**src/rtl/updown_mod_counter.sv**
```systemverilog
// rtl/updown_mod_counter.sv - up/down modulo counter with load, clear, terminal-count pulse and sticky overflow
module updown_mod_counter #(
  parameter int WIDTH    = 8,
  parameter int SATURATE = 0
) (
  input  logic             clk,
  input  logic             rst_n,
  input  logic             clr,
  input  logic             load,
  input  logic [WIDTH-1:0] load_val,
  input  logic             en,
  input  logic             up,
  input  logic [WIDTH-1:0] max_val,
  output logic [WIDTH-1:0] cnt,
  output logic             tc,
  output logic             ovf,
  input  logic             ovf_clr
);

  logic [WIDTH-1:0] step_cnt;
  logic [WIDTH-1:0] load_clamped;
  logic             boundary;
  logic             event_hit;

  // Comparisons come before any arithmetic, so cnt+1 never leaves the range.
  always_comb begin
    step_cnt = cnt;
    boundary = 1'b0;
    if (up) begin
      if (cnt >= max_val) begin
        boundary = 1'b1;
        step_cnt = (SATURATE != 0) ? max_val : '0;
      end else begin
        step_cnt = cnt + WIDTH'(1);
      end
    end else begin
      if (cnt > max_val) begin
        step_cnt = max_val;
      end else if (cnt == '0) begin
        boundary = 1'b1;
        step_cnt = (SATURATE != 0) ? '0 : max_val;
      end else begin
        step_cnt = cnt - WIDTH'(1);
      end
    end
  end

  assign load_clamped = (load_val > max_val) ? max_val : load_val;
  assign event_hit    = !clr && !load && en && boundary;

  always_ff @(posedge clk or negedge rst_n) begin
    if (!rst_n) begin
      cnt <= '0;
      tc  <= 1'b0;
    end else if (clr) begin
      cnt <= '0;
      tc  <= 1'b0;
    end else if (load) begin
      cnt <= load_clamped;
      tc  <= 1'b0;
    end else if (en) begin
      cnt <= step_cnt;
      tc  <= boundary;
    end else begin
      tc  <= 1'b0;
    end
  end

  // A boundary event wins over a simultaneous ovf_clr.
  always_ff @(posedge clk or negedge rst_n) begin
    if (!rst_n) begin
      ovf <= 1'b0;
    end else if (event_hit) begin
      ovf <= 1'b1;
    end else if (ovf_clr) begin
      ovf <= 1'b0;
    end
  end

endmodule

```
**config.mk**
```make
export PLATFORM = sky130hd
export DESIGN_NAME = updown_mod_counter
export DESIGN_NICKNAME = d
export VERILOG_FILES = /design/src/rtl/updown_mod_counter.sv
export SDC_FILE = /design/constraint.sdc
export NUM_CORES = 1
export LEC_CHECK = 0
export CORE_UTILIZATION = 55
export CTS_CLUSTER_SIZE = 8
export DETAILED_ROUTE_END_ITERATION = 6
export PLACE_DENSITY = 0.86
export SETUP_SLACK_MARGIN = 0.1
export SLEW_MARGIN = 20
export SYNTH_ARGS = -nofsm -noshare
export SYNTH_HDL_FRONTEND = slang
export SYNTH_SLANG_ARGS = --single-unit
export TNS_END_PERCENT = 5
```
**constraint.sdc**
```tcl
create_clock -name clk -period 6.3 [get_ports clk]
set_input_delay 0.63 -clock clk [delete_from_list [all_inputs] [get_ports clk]]
set_output_delay 0.63 -clock clk [all_outputs]
set_load 0.05 [all_outputs]
```
==> run metrics, run 1 <==
Clock Skew 0.00510 ns; crit path buf inv count 2; ANT nets after route 0; RR Endpoint cnt[6]; detailed-routing iteration count for the pre-antenna-repair pass 4; CTS Buffer Depth 2; RSZ-0062 raised after global routing no; crit path DAT 3.21 ns; Final GP Congestion 0.894; wire per inst between 15 and 20 um; sequential share of the synthesized area 16.3%; Clock transition at path regs 0.07 ns; Yosys warnings 0; Total GRT Usage 32.3%; f_max about 0.33 GHz; peak fanout along the critical path 6; reg2reg setup slack 3.65 ns; slowest cell delay on critical path ~0.52 ns; cells along the critical path clkdlybuf4s50_1 -> inv_1 -> ha_1 -> and4_1 -> nand4_1 -> and2_2 -> nor3_2 -> a211oi_1 -> o41a_1; clock sinks 10; post_cts resized 0; DR vias 1615; Yosys reg bits 10; num rows 18; final setup TNS 0 ns; initial core utilization 60.2%; commonest non-fill, non-tap cell in the layout clkdlybuf4s50_1; vias in the first global route about 1500; top-level I/O count 33; FF-to-FF Start cnt[6]; post-route cell area 1840 um2; DRC Markers 0; Core ar. 2540 um2; port bufs 32; Die Y approximately 55 um; EDFF count, synth 0; Avg Inst Size Synth 8.11 um2; total congestion overflow 0; final WL 4.34 mm; root buffer selected by CTS clkbuf_4; Worst Setup Start Kind input port; Post-Syn Nets roughly 230; max-slew violations 0; # diodes 0; Post-synth ARST share 100%; final period utilization 48.3%; hold path endpoint ovf; Max VDD drop 0.000150 V; status finished, final reports clean; Mapped Area 1530 um2; synth unique cells 53; hold buffer count at cts 0; top cell type's share of synthesized area 16.3%; slew of the pin with the lowest slew margin 0.805 ns; Post-CTS Setup Bufs 0; H-tree depth 1; WS Path Type input port to flop; first-pass GRT wire length roughly 6.7 mm; critical-path cell with the highest stage delay clkdlybuf4s50_1; HPWL Detailed 3.40 mm; CP Capture Type flop; ranking of synthesized cells by area dfrtp_1 16%, ha_1 16%, mux2i_1 5.9%, a21oi_1 4.6%, xnor2_1 4.0%; CTS Buf Count 3; Area Growth Syn to Fin 20.1%; largest net degree at the start of global routing 18; endpoints failing setup 0; initial antenna violation count 0; Hold Path Depth 1; Final min period about 3 ns; biggest area consumer among synthesized cells dfrtp_1; Critical Path Source max_val[6]; cell family with most CP delay simple AND/OR/NAND/NOR gates; min-delay src ovf; power per cell area a little under 200 nW/um2; LEAKAGE just over 0.0008 uW; DR vias/cell 6.57; drt initial violations 77; clk_lat worst skew 0.28 ns; Slew HR 45.9%; Mapped Cells 189; worst min path class flop to flop; die width roughly 55 um; proportion of layout cells with a drive suffix above 1 under 10%; worst path required time approximately 6.5 ns; max_cap viols 0; DIE AREA 3000 um2; CTS tree built; R2R depth 7; cell area after placement approximately 1800 um2; most frequent cells in the layout 32 x clkdlybuf4s50_1, 19 x ha_1, 15 x inv_1; Final Hold Fails 0; main flop type after synthesis dfrtp_1; total power roughly 360 uW; nets@finish about 260
state kept, by name, indices dropped and copies added (netlist names):
register  cells
ovf           1
tc            1
cnt           8
metal layers:
metal  vias to the layer above  GRT usage [%]  routed length, um
li1                        775              -                  -
met1                       740           41.1               1930
met2                        87           53.6               1990
met3                        13           3.61                315
met4                         0           15.0                104
met5                         -              0                  0
how the worst max path moves through the flow:
stage | end | slack [ns] | depth (start not counted)
finish | cnt[6] | 3.26 | 9
global route | cnt[6] | 3.16 | 9
CTS | cnt[6] | 3.29 | 9
detailed placement | cnt[6] | 3.04 | 9
global placement | cnt[6] | 3.15 | 9
floorplan | cnt[6] | 3.64 | 9
cells in the mapped netlist, types with 2 or more instances:
cell      number
o211ai_1       2
clkbuf_8       3
nor2_1        11
nor3b_1        2
clkbuf_1       2
a211o_1        2
o21a_1         6
a31oi_1        6
nor2b_1        2
a221oi_1       2
a21oi_1       14
xor2_1         2
dfrtp_1       10
inv_1         15
nand4_1        6
o21ai_0        8
xnor2_1        7
nand3_1        8
mux2i_1        9
a211oi_1       4
a21o_1         3
nand2_1        8
o311ai_0       2
nor3_1         8
ha_1          19
through the flow:
stage | std cells | worst slack (ns) | hold WS, ns | utilization (%)
after global placement | 242 | 3.15 | 0.465 | 70.9
after global routing | 246 | 3.16 | 0.510 | 72.3
final | 246 | 3.26 | 0.493 | 72.3
after CTS | 246 | 3.29 | 0.499 | 72.3
after floorplan | 189 | 3.64 | 0.334 | -
after detailed placement | 242 | 3.04 | 0.478 | 70.9
logic make-up (layout without fill, tap and decap cells):
group,Yosys count,in the layout,share of synthesized area [%]
AO/OA/AOI/OAI,59,59,26.3
AND/OR/NAND/NOR,59,59,21.6
multiplexers,9,9,5.88
buffers and inverters,24,51,9.31
adder cells (fa/ha/maj),19,19,15.5
XOR/XNOR,9,9,5.14
flip-flops,10,10,16.3
report_power, final:
part,internal (uW),switching [uW],leakage (uW)
registers,71.4,20.8,0.000131
logic,90.7,119,0.000667
clock network,35.3,26.2,0.0000210
total,197,166,0.000819
layout make-up:
cell class | instances | area [um2]
Clock buffer | 4 | 36.3
Fill cell | 204 | 704
Inverter | 15 | 56.3
Multi-Input combinational cell | 155 | 1140
Sequential cell | 10 | 250
Tap cell | 30 | 37.5
Timing Repair Buffer | 32 | 320
(Power assumes the default switching activity.)
==> inputs of run 2 (changes only) <==
--- a/config.mk
+++ b/config.mk
@@ -5,10 +5,10 @@
 export SDC_FILE = /design/constraint.sdc
 export NUM_CORES = 1
 export LEC_CHECK = 0
-export CORE_UTILIZATION = 55
+export CORE_UTILIZATION = 51
 export CTS_CLUSTER_SIZE = 8
 export DETAILED_ROUTE_END_ITERATION = 6
-export PLACE_DENSITY = 0.86
+export PLACE_DENSITY = 0.8
 export SETUP_SLACK_MARGIN = 0.1
 export SLEW_MARGIN = 20
 export SYNTH_ARGS = -nofsm -noshare
==> constraint.sdc (replaced) <==
create_clock -name clk -period 3 [get_ports clk]
set_input_delay 0.3 -clock clk [delete_from_list [all_inputs] [get_ports clk]]
set_output_delay 0.3 -clock clk [all_outputs]
set_load 0.05 [all_outputs]
==> run 2 against run 1 <==
Effect of this change: the flow now finishes with violations (DRC); utilization fell by 5.9 points; largest cell class unchanged; global-route usage fell by 2.3 points; critical path depth fell by 1; sequential share of layout area fell by 0.17 points; first-iteration DRC count rose by 27%; highest routed layer unchanged; final cell count rose by 1.6%; critical path type is now flop to flop; cell area rose by 1.3%; sequential power rose by 110%.
==> run metrics, run 2 (synthesis results as in run 1) <==
status complete, but fails checks; failing checks DRC; power per cell area about 420 nW/um2; Max VDD drop 0.000299 V; Clock transition at path regs 0.08 ns; slowest cell delay on critical path 0.57 ns; HPWL Detailed 3.62 mm; ANT nets after route 0; clock sinks 10; RSZ-0062 raised after global routing no; sequential standard cell area 250 um2; hold buffer count at cts 0; post_cts resized 0; initial core utilization 54.6%; worst path required time 3.17 ns; critical-path cell with the highest stage delay dfrtp_1; DR vias 1641; num rows 19; RR Endpoint cnt[6]; drt initial violations slightly below 100; final WL 4.63 mm; root buffer selected by CTS clkbuf_4; CP Capture Type flop; DRC Markers 9; reg2reg setup slack 0.45 ns; CTS Buffer Depth 2; cell area after placement 1830 um2; cell family with most CP delay compound AO/OA/AOI/OAI gates; CTS tree built; Slew HR 54.5%; FF-to-FF Start cnt[0]; # diodes 0; wire per inst ~19 um; DIE AREA 3230 um2; commonest non-fill, non-tap cell in the layout clkdlybuf4s50_1; LEAKAGE about 0.00083 uW; max_cap viols 0; Final min period between 2 and 3 ns; first-pass GRT wire length 7.50 mm; crit path DAT 2.72 ns; Post-CTS Setup Bufs 0; CTS Buf Count 3; Final Hold Fails 0; port bufs 32; die width 56.8 um; vias in the first global route roughly 1600; f_max 0.392 GHz; Worst Setup Start Kind flop; DR vias/cell 6.56; Die Y 56.8 um; Biggest register cnt; H-tree depth 1; slew of the pin with the lowest slew margin 0.683 ns; Clock Skew roughly 0.0098 ns; CP dominant cell by count a21oi_1; pre-CTS setup slack 0.217 ns; post-route cell area 1860 um2; proportion of layout cells with a drive suffix above 1 under 10%; R2R depth 8; Largest regs cnt x8, ovf x1, tc x1; crit path buf inv count 1; most frequent cells in the layout 32 x clkdlybuf4s50_1, 19 x ha_1, 15 x inv_1; cells along the critical path inv_1 -> ha_1 -> nor3b_1 -> o31ai_1 -> a21oi_1 -> a21oi_1 -> nor2b_1 -> o41a_1; endpoints failing setup 0; FILL cells between 200 and 250; worst setup margin 0.447 ns; Area Growth Syn to Fin 21.6%; Total GRT Usage 30.0%; peak fanout along the critical path 11; area occupied by multi-input gates 1140 um2; clk_lat worst skew 0.28 ns; initial antenna violation count 0; fin util between 60 and 70%; max-slew violations 0; WS Path Type flop to flop; worst min path class input port to async pin; top-level I/O count 33; largest net degree at the start of global routing 18; Core ar. 2810 um2; nets@finish 262; Final GP Congestion 0.920; total congestion overflow 0; final period utilization between 80% and 90%; final setup TNS 0 ns; max reg flops 8; detailed-routing iteration count for the pre-antenna-repair pass 6
[run 2: metal layers]
metal	routed length, um	global-route usage [%]	vias to the layer above
met5	0	0	-
met4	89	10.8	0
met3	484	4.38	11
met2	2260	51.2	102
met1	1790	38.1	758
li1	-	-	770
[run 2: worst max path at each step]
stage	startpoint	end	slack [ns]	cells after the start
floorplan	cnt[0]	cnt[6]	0.34	9
global placement	max_val[7]	cnt[6]	0.21	9
detailed placement	max_val[7]	cnt[6]	0.22	9
CTS	cnt[0]	cnt[6]	0.47	8
global route	cnt[0]	cnt[6]	0.26	8
finish	cnt[0]	cnt[6]	0.45	8
[run 2: worst register-to-register path: cells and delay by family, from the launching register on]
family	cells	cell delay, ns
simple gates	2	0.13
flops	1	0.57
compound gates	4	1.23
fa+ha+maj	1	0.36
buf+inv	1	0.15
[run 2: power breakdown]
group | switching [uW] | leakage [uW] | internal [uW] | total [uW]
registers | 45.8 | 0.000131 | 150 | 196
logic | 256 | 0.000681 | 198 | 454
clock network | 56.5 | 0.0000210 | 73.9 | 130
[run 2: through the flow]
| step | power, uW | hold slack [ns] | std cells |
|---|---|---|---|
| floorplan | 506 | 0.00441 | 189 |
| global placement | 626 | 0.467 | 246 |
| detailed placement | 643 | 0.482 | 246 |
| CTS | 773 | 0.370 | 250 |
| global route | 821 | 0.388 | 250 |
| finish | 780 | 0.347 | 250 |
[run 2: final cells by class]
cell class / count / area share, %
Multi-Input combinational cell: 155 / 61.1
Sequential cell: 10 / 13.4
Tap cell: 31 / 2.08
Inverter: 15 / 3.02
Clock buffer: 4 / 1.95
Timing Repair Buffer: 35 / 18.4
==> inputs of run 3 (changes only) <==
--- a/config.mk
+++ b/config.mk
@@ -5,6 +5,7 @@
 export SDC_FILE = /design/constraint.sdc
 export NUM_CORES = 1
 export LEC_CHECK = 0
+export CORE_MARGIN = 1
 export CORE_UTILIZATION = 51
 export CTS_CLUSTER_SIZE = 8
 export DETAILED_ROUTE_END_ITERATION = 6
==> results of run 3 <==
No change in the layout: final DEF, timing and power equal those of run 2.
